<file path="src/rtl/clz_arbiter_if.sv">
// Request/response bundle for the shared count-leading-zeros unit.
// slave is the arbiter side, master is the requester/consumer side.
interface clz_arbiter_if #(
    parameter int TAG_W = 4
);
    logic             req0_valid;
    logic [31:0]      req0_data;
    logic [TAG_W-1:0] req0_tag;
    logic             req0_ready;
    logic             req1_valid;
    logic [31:0]      req1_data;
    logic [TAG_W-1:0] req1_tag;
    logic             req1_ready;
    logic             rsp_valid;
    logic             rsp_ready;
    logic             rsp_id;
    logic [TAG_W-1:0] rsp_tag;
    logic [5:0]       rsp_count;
    logic [31:0]      rsp_norm;
    logic             rsp_zero;
    logic             busy;

    modport slave (
        input  req0_valid, req0_data, req0_tag,
        input  req1_valid, req1_data, req1_tag,
        input  rsp_ready,
        output req0_ready, req1_ready,
        output rsp_valid, rsp_id, rsp_tag, rsp_count, rsp_norm, rsp_zero,
        output busy
    );

    modport master (
        output req0_valid, req0_data, req0_tag,
        output req1_valid, req1_data, req1_tag,
        output rsp_ready,
        input  req0_ready, req1_ready,
        input  rsp_valid, rsp_id, rsp_tag, rsp_count, rsp_norm, rsp_zero,
        input  busy
    );
endinterface

</file>
<file path="src/rtl/clz_arbiter.sv">
// Two-requester arbiter in front of a single count-leading-zeros / normalize
// datapath; one transaction in flight, IDLE -> CALC -> RESP per request.
module clz_arbiter #(
    parameter bit RR_EN = 1'b1,
    parameter int TAG_W = 4
) (
    input logic          clk,
    input logic          reset_n,
    clz_arbiter_if.slave bus
);

    typedef enum logic [1:0] {
        IDLE = 2'd0,
        CALC = 2'd1,
        RESP = 2'd2
    } state_t;

    state_t           state_q;
    logic             last_grant_q;
    logic [31:0]      op_q;
    logic [TAG_W-1:0] tag_q;
    logic             id_q;

    logic             rsp_valid_q;
    logic             rsp_id_q;
    logic [TAG_W-1:0] rsp_tag_q;
    logic [5:0]       rsp_count_q;
    logic [31:0]      rsp_norm_q;
    logic             rsp_zero_q;

    logic             grant;
    logic             accept;
    logic [5:0]       count_d;
    logic [31:0]      norm_d;
    logic             zero_d;

    // With both requesters pending, round-robin favours the one not served last.
    always_comb begin
        grant = 1'b0;
        if (bus.req0_valid && bus.req1_valid) begin
            grant = RR_EN ? ~last_grant_q : 1'b0;
        end else if (bus.req1_valid) begin
            grant = 1'b1;
        end
    end

    assign accept = (state_q == IDLE) &&
                    ((!grant && bus.req0_valid) || (grant && bus.req1_valid));

    assign bus.req0_ready = (state_q == IDLE) && !grant;
    assign bus.req1_ready = (state_q == IDLE) &&  grant;

    // Ascending scan: the highest set bit is the last one to overwrite the count.
    always_comb begin
        count_d = 6'd32;
        for (int unsigned i = 0; i < 32; i++) begin
            if (op_q[i]) begin
                count_d = 6'(31 - i);
            end
        end
        norm_d = op_q << count_d;
        zero_d = (op_q == '0);
    end

    always_ff @(posedge clk) begin
        if (!reset_n) begin
            state_q      <= IDLE;
            last_grant_q <= 1'b1;
            op_q         <= '0;
            tag_q        <= '0;
            id_q         <= 1'b0;
            rsp_valid_q  <= 1'b0;
            rsp_id_q     <= 1'b0;
            rsp_tag_q    <= '0;
            rsp_count_q  <= '0;
            rsp_norm_q   <= '0;
            rsp_zero_q   <= 1'b0;
        end else begin
            case (state_q)
                IDLE: begin
                    if (accept) begin
                        op_q    <= grant ? bus.req1_data : bus.req0_data;
                        tag_q   <= grant ? bus.req1_tag  : bus.req0_tag;
                        id_q    <= grant;
                        state_q <= CALC;
                    end
                end
                CALC: begin
                    rsp_count_q <= count_d;
                    rsp_norm_q  <= norm_d;
                    rsp_zero_q  <= zero_d;
                    rsp_id_q    <= id_q;
                    rsp_tag_q   <= tag_q;
                    rsp_valid_q <= 1'b1;
                    state_q     <= RESP;
                end
                RESP: begin
                    if (bus.rsp_ready) begin
                        rsp_valid_q  <= 1'b0;
                        last_grant_q <= rsp_id_q;
                        state_q      <= IDLE;
                    end
                end
                default: state_q <= IDLE;
            endcase
        end
    end

    assign bus.rsp_valid = rsp_valid_q;
    assign bus.rsp_id    = rsp_id_q;
    assign bus.rsp_tag   = rsp_tag_q;
    assign bus.rsp_count = rsp_count_q;
    assign bus.rsp_norm  = rsp_norm_q;
    assign bus.rsp_zero  = rsp_zero_q;
    assign bus.busy      = (state_q != IDLE);

endmodule

</file>
<file path="src/flat_wrapper.sv">
// flat-port wrapper written by rule: the top's interface ports become plain ports
module clz_arbiter_flat 
#(
    parameter bit RR_EN = 1'b1,
    parameter int TAG_W = 4
)
  (clk, reset_n, bus_req0_valid, bus_req0_data, bus_req0_tag, bus_req1_valid, bus_req1_data, bus_req1_tag, bus_rsp_ready, bus_req0_ready, bus_req1_ready, bus_rsp_valid, bus_rsp_id, bus_rsp_tag, bus_rsp_count, bus_rsp_norm, bus_rsp_zero, bus_busy);
  clz_arbiter_if #(.TAG_W(TAG_W)) bus_i ();
  input logic clk;
  input logic reset_n;
  input wire logic [$bits(bus_i.req0_valid)-1:0] bus_req0_valid;
  input wire logic [$bits(bus_i.req0_data)-1:0] bus_req0_data;
  input wire logic [$bits(bus_i.req0_tag)-1:0] bus_req0_tag;
  input wire logic [$bits(bus_i.req1_valid)-1:0] bus_req1_valid;
  input wire logic [$bits(bus_i.req1_data)-1:0] bus_req1_data;
  input wire logic [$bits(bus_i.req1_tag)-1:0] bus_req1_tag;
  input wire logic [$bits(bus_i.rsp_ready)-1:0] bus_rsp_ready;
  output wire logic [$bits(bus_i.req0_ready)-1:0] bus_req0_ready;
  output wire logic [$bits(bus_i.req1_ready)-1:0] bus_req1_ready;
  output wire logic [$bits(bus_i.rsp_valid)-1:0] bus_rsp_valid;
  output wire logic [$bits(bus_i.rsp_id)-1:0] bus_rsp_id;
  output wire logic [$bits(bus_i.rsp_tag)-1:0] bus_rsp_tag;
  output wire logic [$bits(bus_i.rsp_count)-1:0] bus_rsp_count;
  output wire logic [$bits(bus_i.rsp_norm)-1:0] bus_rsp_norm;
  output wire logic [$bits(bus_i.rsp_zero)-1:0] bus_rsp_zero;
  output wire logic [$bits(bus_i.busy)-1:0] bus_busy;
  assign bus_i.req0_valid = bus_req0_valid;
  assign bus_i.req0_data = bus_req0_data;
  assign bus_i.req0_tag = bus_req0_tag;
  assign bus_i.req1_valid = bus_req1_valid;
  assign bus_i.req1_data = bus_req1_data;
  assign bus_i.req1_tag = bus_req1_tag;
  assign bus_i.rsp_ready = bus_rsp_ready;
  assign bus_req0_ready = bus_i.req0_ready;
  assign bus_req1_ready = bus_i.req1_ready;
  assign bus_rsp_valid = bus_i.rsp_valid;
  assign bus_rsp_id = bus_i.rsp_id;
  assign bus_rsp_tag = bus_i.rsp_tag;
  assign bus_rsp_count = bus_i.rsp_count;
  assign bus_rsp_norm = bus_i.rsp_norm;
  assign bus_rsp_zero = bus_i.rsp_zero;
  assign bus_busy = bus_i.busy;
  clz_arbiter #(.RR_EN(RR_EN), .TAG_W(TAG_W)) u_core (.clk(clk), .reset_n(reset_n), .bus(bus_i));
endmodule
</file>
<file path="config.mk">
export PLATFORM = sky130hd
export DESIGN_NAME = clz_arbiter_flat
export DESIGN_NICKNAME = d
export VERILOG_FILES = /design/src/rtl/clz_arbiter_if.sv /design/src/rtl/clz_arbiter.sv /design/src/flat_wrapper.sv
export SDC_FILE = /design/constraint.sdc
export NUM_CORES = 1
export LEC_CHECK = 0
export CAP_MARGIN = 15
export CORE_ASPECT_RATIO = 1.2
export CORE_MARGIN = 4
export CORE_UTILIZATION = 54
export CTS_BUF_LIST = sky130_fd_sc_hd__clkbuf_8
export DETAILED_ROUTE_END_ITERATION = 8
export GPL_ROUTABILITY_DRIVEN = 0
export PLACE_DENSITY = 0.87
export RECOVER_POWER = 100
export SYNTH_ARGS = -nofsm -noshare
export SYNTH_HDL_FRONTEND = slang
export SYNTH_SLANG_ARGS = --single-unit
</file>
<file path="constraint.sdc">
create_clock -name clk -period 3.75 [get_ports clk]
set_clock_uncertainty 0.15 [all_clocks]
set_input_delay 0.375 -clock clk [delete_from_list [all_inputs] [get_ports clk]]
set_output_delay 0.375 -clock clk [all_outputs]
set_load 0.01 [all_outputs]
</file>
==> results_dict.tcl, run 1 <==
set metrics [dict create \
    outcome "finished, violations left" \
    violations "max-capacitance violations, max-slew violations" \
    area_growth_syn_to_layout_pct 23.32 \
    p_switching_mw 1.445 \
    cp-start-kind "register" \
    critPathMaxStageDelay_ns 0.62 \
    clock_latency_ns 0.37 \
    path_common_cell "mux2i_1" \
    grt_max_degree 75 \
    required_ns 3.84 \
    worst_hold_slack_ns 0.2225 \
    critPathMaxFanout 28 \
    vias 6202 \
    cts_tree "yes" \
    cts_buffers 9 \
    clk_pin_slew_ns 0.09 \
    syn_area_per_cell_um2 8.339 \
    die_area_um2 12910 \
    internal_power_mw 1.987 \
    clock-root-buffer "clkbuf_8" \
    crit_buf_inv 1 \
    p_clk_share_pct 18.5 \
    clkSinkCount 85 \
    min_period_ns 3.710 \
    p_comb_share_pct 48.2 \
    die_w_um 104.4 \
    fin_tns_setup_ns 0 \
    drive_above_1_share_pct 9.248 \
    tightest_slew_ns 2.470 \
    maxCapViolCount 1 \
    path_cells "or4_4 > o211ai_4 > nand2_4 > a21oi_2 > buf_6 > mux2i_1 > mux2i_1 > mux2_2 > a221oi_1 > o221ai_1" \
    antenna_left 0 \
    peakVddDrop_uv 222.8 \
    critPathArrivalTime_ns 3.80 \
    power_mw 3.431 \
    dp.cells 924 \
    synth-edff-count 0 \
    yosysWarnings 0 \
    fin_nets 883 \
    routed_via_density 6.598 \
    drtPass1Iterations 7 \
    swShare_pct 42.10 \
    slowest_stage "or4_4" \
    grt_usage_pct 27.53 \
    crit_type "register to register" \
    power_frac_seq_pct 33.3 \
    ys_top_cells_by_count "101 x nand2_1, 96 x mux2i_1, 85 x dfxtp_1" \
    yosysTopAreaCell "dfxtp_1" \
    synth.area.top_cells "dfxtp_1 28%, mux2i_1 16%, nand2_1 6.3%" \
    yosys.cell_types.count 69 \
    port_buffers 124 \
    post-route-period-util_pct 98.93 \
    min_path_type "primary input to register" \
    setup_viol 0 \
    wire_per_inst_um 19.44 \
    max_freq_mhz 269.6 \
    leakage_nw 3.181 \
    pin_count 125 \
    crit_family "compound AO/OA/AOI/OAI gates" \
    start_util_pct 56.16 \
    drc 0 \
    seq_area_frac_synth_pct 28.26 \
    async_flop_share_pct 0 \
    synthFlopType "dfxtp_1" \
    hold_viol 0 \
    yosysMostFrequentCell "nand2_1" \
    rsz0062_at_grt "false" \
    core-area_um2 10720 \
    grt_first_pass_wirelength_um 29120 \
    drv_slew 63 \
    ys_ff_latch 85 \
    synth_area_um2 6021 \
    fill_cells 808 \
    end_kind "register" \
    p_per_area_nw_per_um2 462.1 \
    dpl.hpwl_um 13370 \
    antenna_cells 0 \
    synthDominantCellAreaShare_pct 28.26 \
    num_rows 41 \
    synthCells 722 \
    dr.first_iter.drc_count 747 \
    maxSlewHeadroom_pct -64.68 \
    syn_nets 799 \
    overflow 0 \
    grt_pass1_vias 5945 \
    cts.path.max_buffers 2 \
    wirelength_um 18280 \
    fin_util_pct 69.25 \
    htreeDepth 3 \
    finalNonFillerCells 940 \
    die_h_um 123.7 \
    antenna_found_initial 0 \
]
-- kinds of logic (layout without fill, tap and decap cells) --
logic type / count (synthesis) / in the layout / share of synthesized area [%]
AND/OR/NAND/NOR: 247 / 247 / 20.07
AO/OA/AOI/OAI: 188 / 188 / 24.42
flip-flops: 85 / 85 / 28.26
multiplexers: 116 / 116 / 19.89
buffers and inverters: 86 / 175 / 7.357
-- power by group through the flow --
| stage | logic [mW] | clock network, mW | registers (mW) |
|---|---|---|---|
| 6_report | 1.65 | 0.635 | 1.14 |
| 5_1_grt | 1.76 | 0.675 | 1.15 |
| 4_1_cts | 1.63 | 0.639 | 1.13 |
| 3_5_place_dp | 1.62 | 0 | 1.15 |
| 3_3_place_gp | 1.58 | 0 | 1.14 |
| 2_1_floorplan | 1.20 | 0 | 1.09 |
-- cell usage in the layout (no fill, tap or decap), drive strengths merged, types with 5 or more instances in the layout --
cell	count
nor2	45
a22o	7
nor3	22
clkdlybuf4s50	75
a221oi	5
inv	13
o21a	6
nand2	105
nand3	12
o211a	37
buf	22
dlygate4sd3	48
nand2b	8
a21oi	33
o31ai	15
a21boi	11
nor4	14
nor2b	15
o21ai	20
and2	10
clkbuf	13
o211ai	8
mux2	19
a22oi	10
mux2i	96
dfxtp	85
-- registers in the layout (all words and copies together), names as in the netlist, 2 cells and up --
register / count
u_core.tag_q: 4
u_core.state_q: 2
u_core.op_q: 32
u_core.bus.rsp_norm: 32
u_core.bus.rsp_tag: 4
u_core.bus.rsp_count: 6
-- per-layer routing --
metal,global-route usage [%],vias up,part of all wire [%]
met5,0,-,0
met4,17.87,0,6.3
met3,5.495,110,9.6
met2,45.27,450,46
met1,33.05,2822,38
li1,-,2820,-
-- worst paths after layout --
kind	slack (ns)	to	cells past startpoint	start
setup / recovery	0.04	u_core.bus.rsp_norm[28]	10	u_core.op_q[4]
hold / removal	0.22	u_core.bus.rsp_norm[24]	2	reset_n
hold reg to reg	0.31	u_core.bus.rsp_norm[11]	2	u_core.bus.rsp_norm[11]
setup reg to reg	0.04	u_core.bus.rsp_norm[28]	10	u_core.op_q[4]
-- layout make-up --
cell class | instances | area (um2) | share of cell area, %
Clock inverter | 6 | 53.80 | 0.7246
Tap cell | 129 | 161.4 | 2.174
Timing Repair Buffer | 148 | 1436 | 19.35
Multi-Input combinational cell | 551 | 3892 | 52.43
Inverter | 11 | 41.29 | 0.5561
Clock buffer | 10 | 137.6 | 1.854
Sequential cell | 85 | 1702 | 22.92
-- per-stage QoR --
| stage | setup WS, ns | area, um2 |
|---|---|---|
| final | 0.04028 | 7425 |
| after global routing | 0.01791 | 7425 |
| after CTS | 0.1919 | 7445 |
| after detailed placement | 0.1836 | 7253 |
| after global placement | 0.3266 | 7253 |
| after floorplan | 0.8164 | 6021 |
-- what timing repair did --
item / 4_1_cts / 5_1_grt
hold buffers: 0 / 0
setup buffers: 0 / 0
resized for setup: 0 / 1
setup endpoints to repair: 0 / 1
Note: power is estimated with default switching activity, not from simulation.
==> run 2, diff against run 1 <==
- MAX_ROUTING_LAYER: default -> met4
==> results_dict.tcl, run 2 (same netlist as run 1, synthesis figures left out) <==
set metrics [dict create \
    grt_first_pass_wirelength_um 29130 \
    dr.first_iter.drc_count 747 \
    maxSlewHeadroom_pct -61.47 \
    cp-start-kind "register" \
    fin_util_pct 69.25 \
    port_buffers 124 \
    peakVddDrop_uv 223.4 \
    min_period_ns 3.683 \
    worst_r2r_path_depth 8 \
    overflow 0 \
    cts.path.max_buffers 2 \
    die_h_um 123.7 \
    antenna_found_initial 0 \
    clkSinkCount 85 \
    routed_via_density 6.622 \
    critPathArrivalTime_ns 3.77 \
    maxCapViolCount 1 \
    outcome "finished, violations left" \
    start_util_pct 56.16 \
    hold-path-endpoint "u_core.bus.rsp_norm[24]" \
    grt_max_degree 75 \
    r2r_end "u_core.bus.rsp_norm[27]" \
    post-route-period-util_pct 98.20 \
    cts_tree "yes" \
    final-seq-area_um2 1702 \
    cts_buffers 9 \
    htreeDepth 3 \
    drive_above_1_share_pct 9.248 \
    core-area_um2 10720 \
    grt_pass1_vias 5946 \
    drv_slew 63 \
    final_cell_mix "102 x nand2_1, 96 x mux2i_1, 85 x dfxtp_1" \
    rrSetupSlack_ns 0.07 \
    multi_input_area_um2 3892 \
    clk_pin_slew_ns 0.09 \
    tightest_slew_ns 2.422 \
    hold_viol 0 \
    drc 0 \
    rsz0062_at_grt "false" \
    r2r_start "u_core.op_q[30]" \
    pin_count 125 \
    drtPass1Iterations 7 \
    antenna_left 0 \
    critPathMaxFanout 12 \
    p_per_area_nw_per_um2 461.7 \
    power_mw 3.428 \
    max_freq_mhz 271.6 \
    post_cts_buffers 0 \
    grt_usage_pct 28.33 \
    hold_depth 2 \
    die_w_um 104.4 \
    num_rows 41 \
    crit_type "register to register" \
    clock_latency_ns 0.37 \
    final_common_cell "nand2_1" \
    area_growth_syn_to_layout_pct 23.32 \
    wirelength_um 18290 \
    die_area_um2 12910 \
    min_path_type "primary input to register" \
    fill_cells 808 \
    leakage_nw 3.181 \
    violations "max-capacitance violations, max-slew violations" \
    setup_viol 0 \
    clock-root-buffer "clkbuf_8" \
    end_kind "register" \
    wire_per_inst_um 19.46 \
    required_ns 3.84 \
    dpl.hpwl_um 13370 \
    hp-start "reset_n" \
    antenna_cells 0 \
    vias 6225 \
    fin_tns_setup_ns 0 \
    fin_nets 883 \
]
[run 2: cell counts in the layout (fill, tap and decap cells not counted)]
No cell type changed its count.
[run 2: cell type report]
| type | instances | share of cell area [%] |
|---|---|---|
| Multi-Input combinational cell | 551 | 52.43 |
| Sequential cell | 85 | 22.92 |
| Timing Repair Buffer | 148 | 19.35 |
| Tap cell | 129 | 2.174 |
| Clock buffer | 10 | 1.854 |
| Clock inverter | 6 | 0.7246 |
| Inverter | 11 | 0.5561 |
[run 2: report_power, final]
part | switching, mW | internal [mW]
clock | 0.364 | 0.269
sequential | 0.142 | 0.999
combinational | 0.935 | 0.719
[run 2: how the worst max path moves through the flow]
stage	startpoint	to	slack (ns)	cells past startpoint
2_1_floorplan	u_core.op_q[10]	u_core.bus.rsp_norm[17]	0.82	11
3_3_place_gp	u_core.op_q[5]	u_core.bus.rsp_norm[28]	0.33	10
3_5_place_dp	u_core.op_q[4]	u_core.bus.rsp_norm[28]	0.18	10
4_1_cts	u_core.op_q[4]	u_core.bus.rsp_norm[28]	0.19	10
5_1_grt	u_core.op_q[5]	u_core.bus.rsp_norm[28]	0.02	10
6_report	u_core.op_q[30]	u_core.bus.rsp_norm[27]	0.07	8
[run 2: routing by layer]
| metal | track usage [%] | part of all wire, % |
|---|---|---|
| met1 | 32.93 | 37 |
| met5 | - | 0 |
| met4 | 17.54 | 6.2 |
| met2 | 45.60 | 46 |
| met3 | 5.495 | 10 |
[run 2: worst max-delay path, cell delays in order, from the launching register on]
cell and delay, ns:
dfxtp_1 0.45, or4_1 0.84, or4b_1 0.66, o21a_1 0.28, and2_0 0.34, nand2_1 0.29, nor2_1 0.09, a221oi_1 0.30
o211ai_1 0.16
[run 2: what timing repair did]
item	4_1_cts	5_1_grt
gates resized for setup	0	1
hold buffers	0	0
setup endpoints to repair	0	1
[run 2: metrics by stage]
stage               hold WS [ns]  instance area, um2  instances  setup WS, ns
CTS                       0.1477                7445        940        0.1919
detailed placement        0.2958                7253        924        0.1836
finish                    0.2180                7425        940       0.06749
floorplan                 0.2864                6021        722        0.8164
global placement          0.2865                7253        924        0.3266
global route              0.2240                7425        940       0.01850
==> run 3, diff against run 2 <==
- SLEW_MARGIN: default -> 30
==> results of run 3 <==
The final DEF is identical to that of run 2; final timing and power are the same.
